<file path="src/rtl/mips_boot_loader.sv">
// Framed stream loader that writes a program image into the MIPS core init port.
// Optional checksum word support is enabled by defining MIPS_BOOT_LOADER_CHECKSUM_EN.
module mips_boot_loader #(
    parameter int unsigned ADDR_W    = 8,
    parameter int unsigned MAX_WORDS = 256
) (
    input  logic              clk,
    input  logic              reset,
    input  logic              start,
    input  logic              s_valid,
    output logic              s_ready,
    input  logic [31:0]       s_data,
    output logic              init,
    output logic [ADDR_W-1:0] init_addr,
    output logic [31:0]       init_data,
    output logic              cpu_reset,
    output logic              busy,
    output logic              done,
    output logic              error,
    output logic [ADDR_W:0]   word_count
);

    typedef enum logic [2:0] {
        IDLE,
        HEADER,
        LOAD,
        DRAIN,
`ifdef MIPS_BOOT_LOADER_CHECKSUM_EN
        CHECK,
`endif
        RUN,
        FAULT
    } state_t;

    localparam logic [ADDR_W:0] WORD_ONE = {{ADDR_W{1'b0}}, 1'b1};

    state_t          state, state_next;
    logic [ADDR_W:0] frame_len;
    logic            accept;
    logic            header_ok;
    logic            last_word;
`ifdef MIPS_BOOT_LOADER_CHECKSUM_EN
    logic [31:0]     sum;
`endif

    always_ff @(posedge clk) begin
        if (reset) state <= IDLE;
        else       state <= state_next;
    end

    always_comb begin
        state_next = state;
        s_ready    = 1'b0;
        cpu_reset  = 1'b1;
        busy       = 1'b0;
        done       = 1'b0;
        error      = 1'b0;
        header_ok  = (s_data[31:16] == 16'hB007) && (s_data[15:0] != 16'd0) &&
                     ({16'd0, s_data[15:0]} <= MAX_WORDS);
        last_word  = (word_count + WORD_ONE) == frame_len;
        case (state)
            IDLE: if (start) state_next = HEADER;
            HEADER: begin
                s_ready = 1'b1;
                busy    = 1'b1;
                if (s_valid) state_next = header_ok ? LOAD : FAULT;
            end
            LOAD: begin
                s_ready = 1'b1;
                busy    = 1'b1;
`ifdef MIPS_BOOT_LOADER_CHECKSUM_EN
                if (s_valid && last_word) state_next = CHECK;
`else
                if (s_valid && last_word) state_next = DRAIN;
`endif
            end
            DRAIN: begin
                busy       = 1'b1;
                state_next = RUN;
            end
`ifdef MIPS_BOOT_LOADER_CHECKSUM_EN
            CHECK: begin
                s_ready = 1'b1;
                busy    = 1'b1;
                if (s_valid) state_next = (s_data == sum) ? RUN : FAULT;
            end
`endif
            RUN: begin
                cpu_reset = 1'b0;
                done      = 1'b1;
                if (start) state_next = HEADER;
            end
            FAULT: begin
                error = 1'b1;
                if (start) state_next = HEADER;
            end
            default: state_next = IDLE;
        endcase
        accept = s_valid & s_ready;
    end

    // init pulses exactly one cycle after each payload accept; addr/data hold otherwise.
    always_ff @(posedge clk) begin
        if (reset) begin
            init       <= 1'b0;
            init_addr  <= '0;
            init_data  <= '0;
            word_count <= '0;
            frame_len  <= '0;
`ifdef MIPS_BOOT_LOADER_CHECKSUM_EN
            sum        <= '0;
`endif
        end else begin
            init <= 1'b0;
            if (state == HEADER && accept) begin
                word_count <= '0;
                frame_len  <= s_data[ADDR_W:0];
`ifdef MIPS_BOOT_LOADER_CHECKSUM_EN
                sum        <= '0;
`endif
            end
            if (state == LOAD && accept) begin
                init       <= 1'b1;
                init_addr  <= word_count[ADDR_W-1:0];
                init_data  <= s_data;
                word_count <= word_count + WORD_ONE;
`ifdef MIPS_BOOT_LOADER_CHECKSUM_EN
                sum        <= sum + s_data;
`endif
            end
        end
    end

endmodule

</file>
<file path="config.mk">
export PLATFORM = sky130hd
export DESIGN_NAME = mips_boot_loader
export DESIGN_NICKNAME = d
export VERILOG_FILES = /design/src/rtl/mips_boot_loader.sv
export SDC_FILE = /design/constraint.sdc
export NUM_CORES = 1
export LEC_CHECK = 0
export CAP_MARGIN = 20
export CORE_ASPECT_RATIO = 1.1
export CORE_MARGIN = 1.5
export CORE_UTILIZATION = 43
export CTS_BUF_LIST = sky130_fd_sc_hd__clkbuf_8
export CTS_CLUSTER_DIAMETER = 50
export DETAILED_ROUTE_END_ITERATION = 10
export GPL_ROUTABILITY_DRIVEN = 0
export PLACE_DENSITY = 0.79
export SLEW_MARGIN = 10
export SYNTH_ARGS = -nofsm -noshare
export SYNTH_HDL_FRONTEND = slang
export SYNTH_SLANG_ARGS = --single-unit
</file>
<file path="constraint.sdc">
create_clock -name clk -period 1.95 [get_ports clk]
set_clock_uncertainty 0.15 [all_clocks]
set_input_delay 0.39 -clock clk [delete_from_list [all_inputs] [get_ports clk]]
set_output_delay 0.39 -clock clk [all_outputs]
set_load 0.01 [all_outputs]
</file>
### After elaboration in Yosys (flattened, before gate mapping)

Cells that the tools add are included.

* bits in registers: 62
* input port bits: 36
* output and inout port bits: 55
* word-level logic and storage cells: 44

* add/subtract/negate cells: 1
* magnitude comparators: 1
* equal/unequal tests: 10
* muxes and demuxes: 13
* bitwise operators: 1
* reductions and logical operators: 12

Operators with widths (count)
* 2-to-1 mux 9 bit: 2
* equality test 16 bit (second input constant): 1
* less-or-equal comparator 16 x 9 -> 1 bit (second input constant): 1
* nonzero test 16 bit: 1
* 2-to-1 mux 3 bit: 4
* one-hot mux 3 bit (4 select lines): 1
* adder 9 x 1 -> 9 bit (second input constant): 1
* equality test 9 bit: 1
* equality test 3 x 2 -> 1 bit (second input constant): 2
* equality test 3 bit (second input constant): 2
* 2-to-1 mux 1 bit: 6
* OR reduction 3 bit: 2
* logical AND 1 bit: 5
* != test 2 bit (second input constant): 2
* equality test 3 x 1 -> 1 bit (second input constant): 1
* zero test 3 bit: 1
* AND reduction 3 bit: 1
* != test 2 x 1 -> 1 bit (second input constant): 1
* nonzero test 2 bit: 1
* OR reduction 2 bit: 1
* bitwise AND 1 bit: 1

### Logic depth before layout (Yosys ltp)

* depth after elaboration: 7
* gate-level depth with buffers: 7
* gate-level depth less buffers: 6

### Worst setup path before layout

No wires, ideal clock.

* path kind: register to register
* from: reg word_count[0]
* to: reg state[0]
* setup time: 0.059 ns
* arrival time: 1.739 ns
* required time: 1.741 ns
* setup slack: 0.002 ns
* stages on the path, launching flop included: 7
* path buffers: 0
* clock period less this slack: 1.948 ns
* cell sequence: dfxtp_1 > ha_1 > nand3_4 > a2111o_1 > a211oi_1 > or3_1 > a31o_1

* cells in the longest elaborated chain, start to end: 5

RTL lines
* from (decl): RTL line 20 `output logic [ADDR_W:0] word_count`
* from (signal assigned): RTL line 126 `word_count <= word_count + WORD_ONE;`
* adder 9 x 1 -> 9 bit: RTL line 60 `last_word = (word_count + WORD_ONE) == frame_len;`
* equality test 9 bit: RTL line 60
* logical AND 1 bit: RTL line 74 `if (s_valid && last_word) state_next = DRAIN;`
* != test 2 bit (no source line)
* AND reduction 3 bit (no source line)
* to (signal assigned): RTL line 48 `else state <= state_next;`
* to (decl): RTL line 37 `state_t state, state_next;`

Every way passes these cells.
A chain may end at the register's enable or synchronous reset.

### Worst setup path in the final report

* from: in s_data[24]
* to: reg state[0]

* cells in the longest elaborated chain, start to end: 6

RTL lines
* from (decl): RTL line 12 `input logic [31:0] s_data,`
* equality test 16 bit: RTL line 58 `header_ok = (s_data[31:16] == 16'hB007) && (s_data[15:0] != 16'd0) &&`
* logical AND 1 bit (2 in a row): RTL line 58
* 2-to-1 mux 3 bit (2 in a row): RTL line 66 `if (s_valid) state_next = header_ok ? LOAD : FAULT;`
* one-hot mux 3 bit (4 select lines): RTL line 61 `case (state)`

Every way passes these cells. The select of a mux whose other input is x is not followed.

==> metrics.csv <==
metric;value;unit
worst_skew_pair.late_latency;0.34;ns
layout_min_cycle_time;1.928;ns
critical_path_arrival;2.01;ns
drt-pass1-iter-count;4;
total_power;2.678;mW
via_per_inst;5.171;
ff2ff_setup_slack;0.08;ns
cts_buffers;9;
ys_ff_latch;62;
die_h;87.85;um
whs_path_depth;3;
cp_slowest_cell;clkdlybuf4s50_1;
grt_pass1_vias;2738;
final_max_slew_viol_count;0;
rows;30;
num_antenna_cells;0;
die_width;80.13;um
syn_to_final_growth;51.80;%
fin_cells;557;
cts_sinks;62;
design.die.area;7039;um2
routedLengthMet1;3189;um
p_per_area;627.0;nW/um2
synthTopCellsByCount;nand2_1 (110), dfxtp_1 (62), a21oi_1 (52);
yosysMostFrequentCell;nand2_1;
port_buffers;90;
critPathTopFamily;compound AO/OA/AOI/OAI gates;
relSlewSlack;63.24;%
tritoncts;done;
syn_area_per_cell;7.972;um2
critPathRequiredTime;2.03;ns
num_vias;2880;
syn_inst;353;
cp_slowest_stage_delay;0.46;ns
wl_met3;588;um
drtIter0Drc;135;
path_depth;6;
remaining_drc_errors;0;
postCtsHoldBufs;0;
synth_edf_count;0;
wl;7637;um
wire_per_inst;13.71;um
dpl_cell_area;4023;um2
worstHoldPathType;input port to flop;
fin_crit_sh;98.85;%
worstRegToRegCells;6;
fin_util;68.55;%
hold_viol;0;
finalSetupViolCount;0;
yosys.area.top_type;dfxtp_1;
start_kind;input port;
place_inst;537;
ys_seq_area_share;44.11;%
path_class;input port to flop;
highest_layer;met4;
start_util;45.16;%
clk_pin_slew;0.07;ns
netlist_area;2814;um2
htreeDepth;3;
grt_usage;23.18;%
crit_chain;clkdlybuf4s50_1, nor4b_4, nand4_4, a2111oi_4, o32ai_2, a31o_1;
ir_drop;0.5364;mV
drv_cap;0;
max_freq;0.5188;GHz
cp_max_fo;3;
endpoint_kind;flop;
syn_nets;390;
p_leak;1.580;nW
yosys_warnings;0;
grt_overflow;0;
hpwlAfterDp;5501;um
synth.distinct_cells;49;
synth_flop_cell;dfxtp_1;
rsz0062_at_grt;true;
fp.coreArea;6231;um2
wl_met2;3739;um
antenna_found_initial;0;
cp_num_buf_inv;1;
ant_nets;0;
cts_max_path_buffers;2;
finish.instance_area;4272;um2
synth_area_leaders;dfxtp_1 (44%), nand2_1 (15%), a21oi_1 (9.2%), xor2_1 (2.5%), clkbuf_1 (2.1%);
async_flop_share;0;%
boundaryPins;91;
synth.top_cell.area_share;44.11;%
drive_above_1_share;17.40;%
cts_root_buffer;clkbuf_8;
grt_pass1_wl;12590;um
tightest_slew;0.5493;ns
grt_max_degree;42;
finalNetCount;509;
status;finished, final reports clean;
-- tightest hold or removal path: stages --
cell and delay, ns:
buf_2 0.12, buf_4 0.17, a21oi_1 0.05
-- path summary, 6_finish.rpt --
check                                    from       endpoint
worst max-delay path               s_data[24]       state[0]
worst min-delay path                    reset  init_data[30]
worst max register to register  word_count[0]       state[0]
worst min register to register   init_addr[3]   init_addr[3]
-- through the flow --
step           hold WS [ns]  setup slack, ns  setup TNS (ns)
6_report             0.2892          0.02245               0
5_1_grt              0.2865         -0.03334        -0.03334
4_1_cts              0.2714         0.008121               0
3_5_place_dp         0.2980          -0.4617          -7.230
3_3_place_gp         0.2907          -0.3872          -6.459
2_1_floorplan        0.2978         0.002364               0
-- flip-flops by register name, summed over array words and instances, names as in the netlist --
| name | cells |
|---|---|
| init | 1 |
| word_count | 9 |
| frame_len | 9 |
| state | 3 |
| init_addr | 8 |
| init_data | 32 |
-- layer usage --
metal / vias up / GRT usage, %
li1: 1445 / -
met5: - / 0
met2: 88 / 39.65
met1: 1337 / 25.94
met4: 0 / 8.777
met3: 10 / 9.167
-- layout by cell type, fill, tap and decap left out, types with 2 or more instances in the layout --
master | netlist | routed
nor4b_4 | 0 | 2
a21oi_1 | 52 | 52
dlymetal6s2s_1 | 0 | 2
a31oi_1 | 3 | 3
xor2_1 | 8 | 8
dfxtp_1 | 62 | 54
clkdlybuf4s50_1 | 0 | 75
inv_1 | 4 | 5
nand4_1 | 2 | 2
nor2b_1 | 2 | 2
clkbuf_8 | 0 | 9
xnor2_1 | 2 | 2
o21ai_0 | 3 | 3
nor3_1 | 6 | 6
dlygate4sd2_1 | 0 | 12
nand2b_1 | 3 | 3
nor2_1 | 14 | 14
a2111oi_4 | 1 | 2
buf_4 | 0 | 41
a211oi_1 | 4 | 4
mux2i_1 | 3 | 3
nor4b_1 | 6 | 5
nand3_1 | 3 | 3
clkinv_2 | 0 | 3
and3_1 | 2 | 2
o21ai_1 | 10 | 10
nand2_1 | 110 | 110
dfxtp_2 | 0 | 7
nor4_4 | 2 | 2
clkinvlp_4 | 0 | 2
-- kinds of logic after synthesis --
group                    count (synthesis)  synth area share, %
AO/OA/AOI/OAI                           82                17.12
XOR/XNOR                                10                3.113
adder cells (fa/ha/maj)                  1               0.4446
buffers and inverters                   29                4.224
flip-flops                              62                44.11
multiplexers                             3                1.067
AND/OR/NAND/NOR                        166                29.92
-- timing repair --
item | 4_1_cts | 5_1_grt
endpoints found under the hold margin | 0 | 0
endpoints found under the setup margin | 11 | 4
setup buffers | 3 | 1
cloned | 0 | 0
resized for setup | 24 | 6
pin swaps | 6 | 5
-- final cells by class --
| type | instances | area [um2] |
|---|---|---|
| fillers | 486 | 1959 |
| multi-input cells | 262 | 1519 |
| flip-flops and latches | 62 | 1254 |
| repair buffers | 132 | 1214 |
| clock buffers | 9 | 123.9 |
| well taps | 80 | 100.1 |
| clock inverters | 7 | 42.54 |
| inverters | 5 | 18.77 |
-- report_power, final --
group          internal, mW  leakage (nW)  switching [mW]
Sequential             1.29         0.504          0.0323
Combinational         0.210         0.990           0.194
Clock                 0.450        0.0862           0.500
Total                  1.95          1.58           0.726
(Power assumes the default switching activity.)
